==> config.mk <==
export PLATFORM = sky130hd
export DESIGN_NAME = prog_launcher
export DESIGN_NICKNAME = d
export VERILOG_FILES = /design/src/rtl/prog_launcher.sv
export SDC_FILE = /design/constraint.sdc
export NUM_CORES = 1
export LEC_CHECK = 0
export CAP_MARGIN = 20
export CORE_UTILIZATION = 54
export CTS_BUF_LIST = sky130_fd_sc_hd__clkbuf_4 sky130_fd_sc_hd__clkbuf_8
export CTS_CLUSTER_DIAMETER = 30
export CTS_CLUSTER_SIZE = 24
export DETAILED_ROUTE_END_ITERATION = 10
export HOLD_SLACK_MARGIN = 0.05
export MAX_ROUTING_LAYER = met4
export PLACE_DENSITY = 0.95
export SLEW_MARGIN = 20
export SYNTH_ARGS = -nofsm -noshare
export SYNTH_HDL_FRONTEND = slang
export SYNTH_SLANG_ARGS = --single-unit
==> constraint.sdc <==
create_clock -name clk -period 4.9 [get_ports clk]
set_input_delay 0.98 -clock clk [delete_from_list [all_inputs] [get_ports clk]]
set_output_delay 0.98 -clock clk [all_outputs]
set_load 0.02 [all_outputs]
==> src/rtl/prog_launcher.sv <==
// Program loader and run supervisor: streams machine code into instruction memory,
// holds the CPU in reset while loading, then runs it against an optional cycle budget.
module prog_launcher #(
  parameter int unsigned D  = 10,
  parameter int unsigned W  = 9,
  parameter int unsigned CW = 16
) (
  input  logic          clk,
  input  logic          reset,
  input  logic          in_valid,
  output logic          in_ready,
  input  logic [W-1:0]  in_word,
  input  logic          in_last,
  input  logic          rearm,
  input  logic [CW-1:0] max_cycles,
  output logic          imem_wr_en,
  output logic [D-1:0]  imem_addr,
  output logic [W-1:0]  imem_dat,
  output logic          cpu_reset,
  output logic          cpu_req,
  input  logic          cpu_done,
  output logic [D:0]    prog_len,
  output logic [CW-1:0] cycle_cnt,
  output logic          finished,
  output logic          timeout
);

  typedef enum logic [2:0] {S_LOAD, S_ARM, S_RUN, S_FIN, S_TMO} state_t;

  localparam logic [D:0]  LEN_ONE = 1;
  localparam logic [CW:0] CNT_ONE = 1;

  state_t        r_state, w_next;
  logic          r_wr_en, r_cpu_reset, r_cpu_req, r_finished, r_timeout;
  logic [D-1:0]  r_addr;
  logic [W-1:0]  r_dat;
  logic [D:0]    r_prog_len;
  logic [CW-1:0] r_cycle_cnt;

  logic          w_accept;
  logic [D:0]    w_len_inc;
  logic [CW:0]   w_cnt_plus1;
  logic [CW-1:0] w_cnt_sat;
  logic          w_budget_hit;

  assign w_accept     = in_valid && (r_state == S_LOAD);
  assign w_len_inc    = r_prog_len + LEN_ONE;
  assign w_cnt_plus1  = {1'b0, r_cycle_cnt} + CNT_ONE;
  // Carry out of the increment means the counter is already all-ones: hold it.
  assign w_cnt_sat    = w_cnt_plus1[CW] ? r_cycle_cnt : w_cnt_plus1[CW-1:0];
  assign w_budget_hit = (max_cycles != '0) && (w_cnt_plus1 == {1'b0, max_cycles});

  always_ff @(posedge clk or posedge reset) begin
    if (reset) r_state <= S_LOAD;
    else       r_state <= w_next;
  end

  always_comb begin
    w_next = r_state;
    case (r_state)
      // Bit D of the incremented length set means memory is full (2^D words).
      S_LOAD:  if (w_accept && (in_last || w_len_inc[D])) w_next = S_ARM;
      S_ARM:   w_next = S_RUN;
      S_RUN: begin
        if (cpu_done)          w_next = S_FIN;
        else if (w_budget_hit) w_next = S_TMO;
      end
      S_FIN, S_TMO: if (rearm) w_next = S_LOAD;
      default: w_next = S_LOAD;
    endcase
  end

  always_ff @(posedge clk or posedge reset) begin
    if (reset) begin
      r_wr_en     <= 1'b0;
      r_addr      <= '0;
      r_dat       <= '0;
      r_prog_len  <= '0;
      r_cycle_cnt <= '0;
      r_cpu_reset <= 1'b1;
      r_cpu_req   <= 1'b0;
      r_finished  <= 1'b0;
      r_timeout   <= 1'b0;
    end else begin
      r_wr_en <= w_accept;
      if (w_accept) begin
        r_addr     <= r_prog_len[D-1:0];
        r_dat      <= in_word;
        r_prog_len <= w_len_inc;
      end
      case (r_state)
        S_ARM: r_cycle_cnt <= '0;
        S_RUN: r_cycle_cnt <= w_cnt_sat;
        S_FIN, S_TMO: begin
          if (rearm) begin
            r_prog_len  <= '0;
            r_cycle_cnt <= '0;
          end
        end
        default: ;
      endcase
      r_cpu_reset <= (w_next != S_RUN);
      r_cpu_req   <= (r_state == S_ARM);
      r_finished  <= (w_next == S_FIN);
      r_timeout   <= (w_next == S_TMO);
    end
  end

  assign in_ready   = (r_state == S_LOAD);
  assign imem_wr_en = r_wr_en;
  assign imem_addr  = r_addr;
  assign imem_dat   = r_dat;
  assign cpu_reset  = r_cpu_reset;
  assign cpu_req    = r_cpu_req;
  assign prog_len   = r_prog_len;
  assign cycle_cnt  = r_cycle_cnt;
  assign finished   = r_finished;
  assign timeout    = r_timeout;

endmodule

# Word level (Yosys, flattened, before mapping)
# Cells that the tools add are included.
dict set report totals {
  ram_bits 0
  elab_cells 42
  memories 0
  in_bits 31
  output_inout_bits 52
  register_bits 54
  rom_bits 0
  latch_bits 0
}
dict set report classes {
  reduce_logical 9
  n_mux 11
  div 0
  n_eq_ne 10
  n_lt_le_gt_ge 0
  bitwise 0
  multipliers 0
  add_sub_neg 2
  n_shift 0
}
# op n
set op_table {}
lappend op_table {{$pmux W16 S3} 1}
lappend op_table {{$mux W11} 3}
lappend op_table {{$mux W16} 2}
lappend op_table {{$add A16 B1 Y17 const B} 1}
lappend op_table {{$eq A17 B16 Y1} 1}
lappend op_table {{$reduce_bool A16 Y1} 1}
lappend op_table {{$mux W3} 4}
lappend op_table {{$pmux W3 S4} 1}
lappend op_table {{$add A11 B1 Y11 const B} 1}
lappend op_table {{$eq A3 B2 Y1 const B} 3}
lappend op_table {{$eq A3 B3 Y1 const B} 2}
lappend op_table {{$ne A2 B2 Y1 const B} 2}
lappend op_table {{$eq A3 B1 Y1 const B} 1}
lappend op_table {{$logic_and A1 B1 Y1} 3}
lappend op_table {{$logic_not A3 Y1} 1}
lappend op_table {{$ne A3 B2 Y1 const B} 1}
lappend op_table {{$reduce_and A3 Y1} 1}
lappend op_table {{$reduce_bool A3 Y1} 1}
lappend op_table {{$reduce_or A2 Y1} 1}
lappend op_table {{$logic_or A1 B1 Y1} 1}

# Depth between registers and ports, before layout
dict set report depth {
  depth_word 7
  depth_mapped 9
  ltp_nobuf 8
}

# Worst setup path before layout
# OpenSTA, ideal clock, no wires.
dict set report synth_path {
  kind {input to register}
  startpoint {input rearm}
  endpoint {register r_cycle_cnt[5] (netlist: cycle_cnt[5])}
  n_path_buf 1
  setup_ps 110
  required_ps 4790
  arrival_ps 2090
  setup_slack_ps 2700
  cell_stages 7
  cell_sequence {inv_1 or3_1 a21oi_2 a21oi_4 nand2b_4 buf_4 o41ai_1}
}
dict set report synth_via {
  elab_chain_cells 2
}
# item line
set synth_rtl {}
lappend synth_rtl {{start: declaration} 14} ;# input logic rearm,
lappend synth_rtl {{$ne A2 B2 Y1 (no line)} -}
lappend synth_rtl {{$reduce_and A3 Y1 (no line)} -}
lappend synth_rtl {{end signal: assignment} 93} ;# S_RUN: r_cycle_cnt <= w_cnt_sat;
lappend synth_rtl {{end: declaration} 38} ;# logic [CW-1:0] r_cycle_cnt;
# No other way between the ends.
# A chain may end at the register's enable or synchronous reset.

# Worst setup path after layout
dict set report layout_path {
  startpoint {register r_state[1]}
  endpoint {output in_ready}
}
dict set report layout_via {
  elab_chain_cells 1
}
# item line
set layout_rtl {}
lappend layout_rtl {{start: declaration} 33} ;# state_t r_state, w_next;
lappend layout_rtl {{start signal: assignment} 55} ;# else r_state <= w_next;
lappend layout_rtl {{$logic_not A3 Y1} 109} ;# assign in_ready = (r_state == S_LOAD);
lappend layout_rtl {{end: declaration} 11} ;# output logic in_ready,
# No other way between the ends.

==> flow_summary_export.csv <==
group,metric,value,unit
run_status,outcome,"finished, final reports clean",
clock_network,cts_resized,0,
power_and_ir_drop,power_per_cell_area,400,mW/mm^2
global_routing,grt_max_degree,55,
synth,synth_compound_area_share,12.8,%
routing,vias,2804,
layout,drive_gt1_share,7.91,%
timing,final_max_slew_viol_count,0,
layout,areaGrowthSynthToFinish,31.4,%
synth,muxShareOfSynthArea,0.331,%
placement,hpwlAfterDp,5600,um
floorplan,rows,26,
critical_path,cpPeakStageDelay,0.64,ns
synth,synth_top_area_share,43.8,%
synth,syn_nets,375,
synth,synth_warnings,0,
power_and_ir_drop,cellLeakagePower,1.69,nW
clock_network,root_buffer,"clkbuf_8",
critical_path,worstSetupStartpointType,"flop",
layout,n_antenna_cell,0,
hold_path,whs_path_depth,2,
timing,whs,0.487,ns
critical_path,end_kind,"output pin",
clock_network,cts.sinks,54,
critical_path,cp_data_required_time,3.92,ns
clock_network,cts_max_level,2,
global_routing,grt_first_pass_wirelength,12800,um
global_routing,first_global_vias,2729,
synth,netlist_top_cells_count,"81 x nand2_1, 53 x dfrtp_1, 27 x nor2_1, 22 x o21ai_0, 16 x xnor2_1",
routing,via_per_inst,5.76,
critical_path,cp_cell_sequence,"nor3_2 -> clkdlybuf4s50_1",
timing,min_period,2.69,ns
timing,fin_ws,2.21,ns
critical_path,cp_max_fo,9,
floorplan,top_level_ports,83,
timing,fmax,372,MHz
synth,synth_simple_gate_area_share,29.8,%
clock_network,cts.clk_slew.worst_paths,0.09,ns
synth,avgSynthCellArea,8.85,sq um
critical_path,r2r-end,"cycle_cnt[11]",
timing,tightest_slew,0.897,ns
routing,drc,0,
clock_network,hold_buffers,0,
synth,synthArstFlopShare,100,%
synth,ys_ff_latch,54,
global_routing,antenna_found_initial,0,
placement,io_buffers,82,
synth,synth_largest_area_cell,"dfrtp_1",
floorplan,die_w,76.9,um
timing,setup_viol,0,
routing,routedWlPerCell,15.5,um
timing,grt_setup_unrepaired,"false",
global_routing,grtUsageTotal,27.9,%
synth,netlist_top_cells_area,"dfrtp_1 44%, nand2_1 10%, xnor2_1 4.6%, xor2_1 3.8%, o21ai_0 3.6%",
critical_path,cp_slowest_cell,"clkdlybuf4s50_1",
critical_path,timing.rr.start,"cycle_cnt[0]",
power_and_ir_drop,power,1.59,mW
timing,relSlewSlack,40.1,%
layout,nets,449,
global_routing,grt_overflow,0,
placement,finalWeightedCongestion,0.845,
timing,hold_viol_final,0,
critical_path,reg2reg_slack,2.39,ns
synth,synth_cell_types,52,
power_and_ir_drop,max-vdd-ir-drop,0.277,mV
synth,synth-adder-area-share,0.827,%
placement,dp_slack,2.00,ns
critical_path,r2r.worst_path.cells,8,
routing,drt_wl_total,7560,um
critical_path,arrival,1.71,ns
synth,synth_top_family_by_area,"simple AND/OR/NAND/NOR gates",
run,drv_cap,0,
synth,synthMostInstantiatedCell,"nand2_1",
synth,syn_area,0.00303,sq mm
timing,fin_skew,0.00677,ns
routing,first_pass_iters,4,
routing,drt_iter0_markers,266,
timing,fin_crit_sh,54.9,%
critical_path,crit_type,"reg -> out",
clock_network,cts_tree,"yes",
synth,ys.flop_type,"dfrtp_1",
floorplan,start_util,57.8,%
clock_network,clockBufferDepth,2,
hold_path,hold_path_class,"reg -> reg",
clock_network,insertion_delay,0.31,ns
synth,synthXorXnorAreaFrac,8.39,%
synth,yosysSeqAreaShare,44.7,%
clock_network,postCtsSetupRepairBufs,0,
clock_network,numCtsBuffers,5,
floorplan,fp.dieH,76.9,um
timing,tns,0,ns
floorplan,core,0.00524,sq mm
routing,ant_nets,0,
floorplan,die_area,0.00591,sq mm
hold_path,min_to,"imem_dat[2]",
synth,syn_inst,342,
hold_path,hold_start,"imem_dat[2]",
synth,synth_edf_count,0,
## cell usage in the layout, fill, tap and decap left out, types with 10 or more instances in the layout
cell | synthesis | layout
nand2_1 | 81 | 81
dfrtp_1 | 53 | 53
o21ai_0 | 22 | 22
clkdlybuf4s50_1 | 0 | 82
xor2_1 | 13 | 13
nor2_1 | 27 | 27
xnor2_1 | 16 | 16
nand3_1 | 10 | 10
a21oi_1 | 12 | 12
## cell type report
class | instances | area [sq um]
Clock buffer | 5 | 68.8
Clock inverter | 3 | 43.8
Fill cell | 360 | 1260
Inverter | 5 | 20.0
Multi-Input combinational cell | 267 | 1580
Sequential cell | 54 | 1350
Tap cell | 70 | 87.6
Timing Repair Buffer | 83 | 828
## cell families (layout without fill, tap and decap cells)
group | count (synthesis) | in the layout
mux | 1 | 1
buf+inv | 21 | 96
compound gates | 61 | 61
simple gates | 174 | 174
xor+xnor | 29 | 29
fa+ha+maj | 2 | 2
flops | 54 | 54
## layer usage
| metal | part of all wire [%] | vias up | global-route usage, % |
|---|---|---|---|
| met5 | 0 | - | - |
| met4 | 1.3 | 0 | 7.69 |
| met3 | 7.1 | 13 | 6.19 |
| met2 | 50 | 123 | 46.9 |
| met1 | 41 | 1352 | 33.7 |
| li1 | - | 1316 | - |
## worst max-delay path, delay by kind of cell, from the launching register on
| kind | cells | cell delay (ns) |
|---|---|---|
| buffers and inverters | 1 | 0.64 |
| AND/OR/NAND/NOR | 1 | 0.27 |
| flip-flops | 1 | 0.50 |
## power breakdown
part | switching [mW] | total [mW] | leakage, nW | internal (mW)
Combinational | 0.392 | 0.670 | 0.908 | 0.277
Clock | 0.151 | 0.304 | 0.0585 | 0.153
Sequential | 0.0827 | 0.616 | 0.724 | 0.533
Total | 0.626 | 1.59 | 1.69 | 0.964
## through the flow
step	util (%)	instance area, sq um	instances
after floorplan	-	3030	342
after global placement	73.8	3860	479
after detailed placement	73.8	3860	479
after CTS	75.9	3980	487
after global routing	75.9	3980	487
final	75.9	3980	487
## how the worst max path moves through the flow
stage | end | slack [ns] | startpoint | cells after the start
finish | in_ready | 2.21 | r_state[1] | 2
global route | in_ready | 2.12 | r_state[1] | 2
CTS | in_ready | 2.19 | r_state[1] | 2
detailed placement | prog_len[9] | 2.00 | in_valid | 7
global placement | prog_len[7] | 2.07 | in_valid | 7
floorplan | cpu_req | 2.61 | reset | 1
## sequential cells by signal, indices dropped and copies added, names as in the netlist
| name | count |
|---|---|
| cycle_cnt | 16 |
| prog_len | 11 |
| imem_addr | 10 |
| imem_dat | 9 |
| r_state | 3 |
| cpu_req | 1 |
| cpu_reset | 1 |
| finished | 1 |
| imem_wr_en | 1 |
| timeout | 1 |
(Power assumes the default switching activity.)
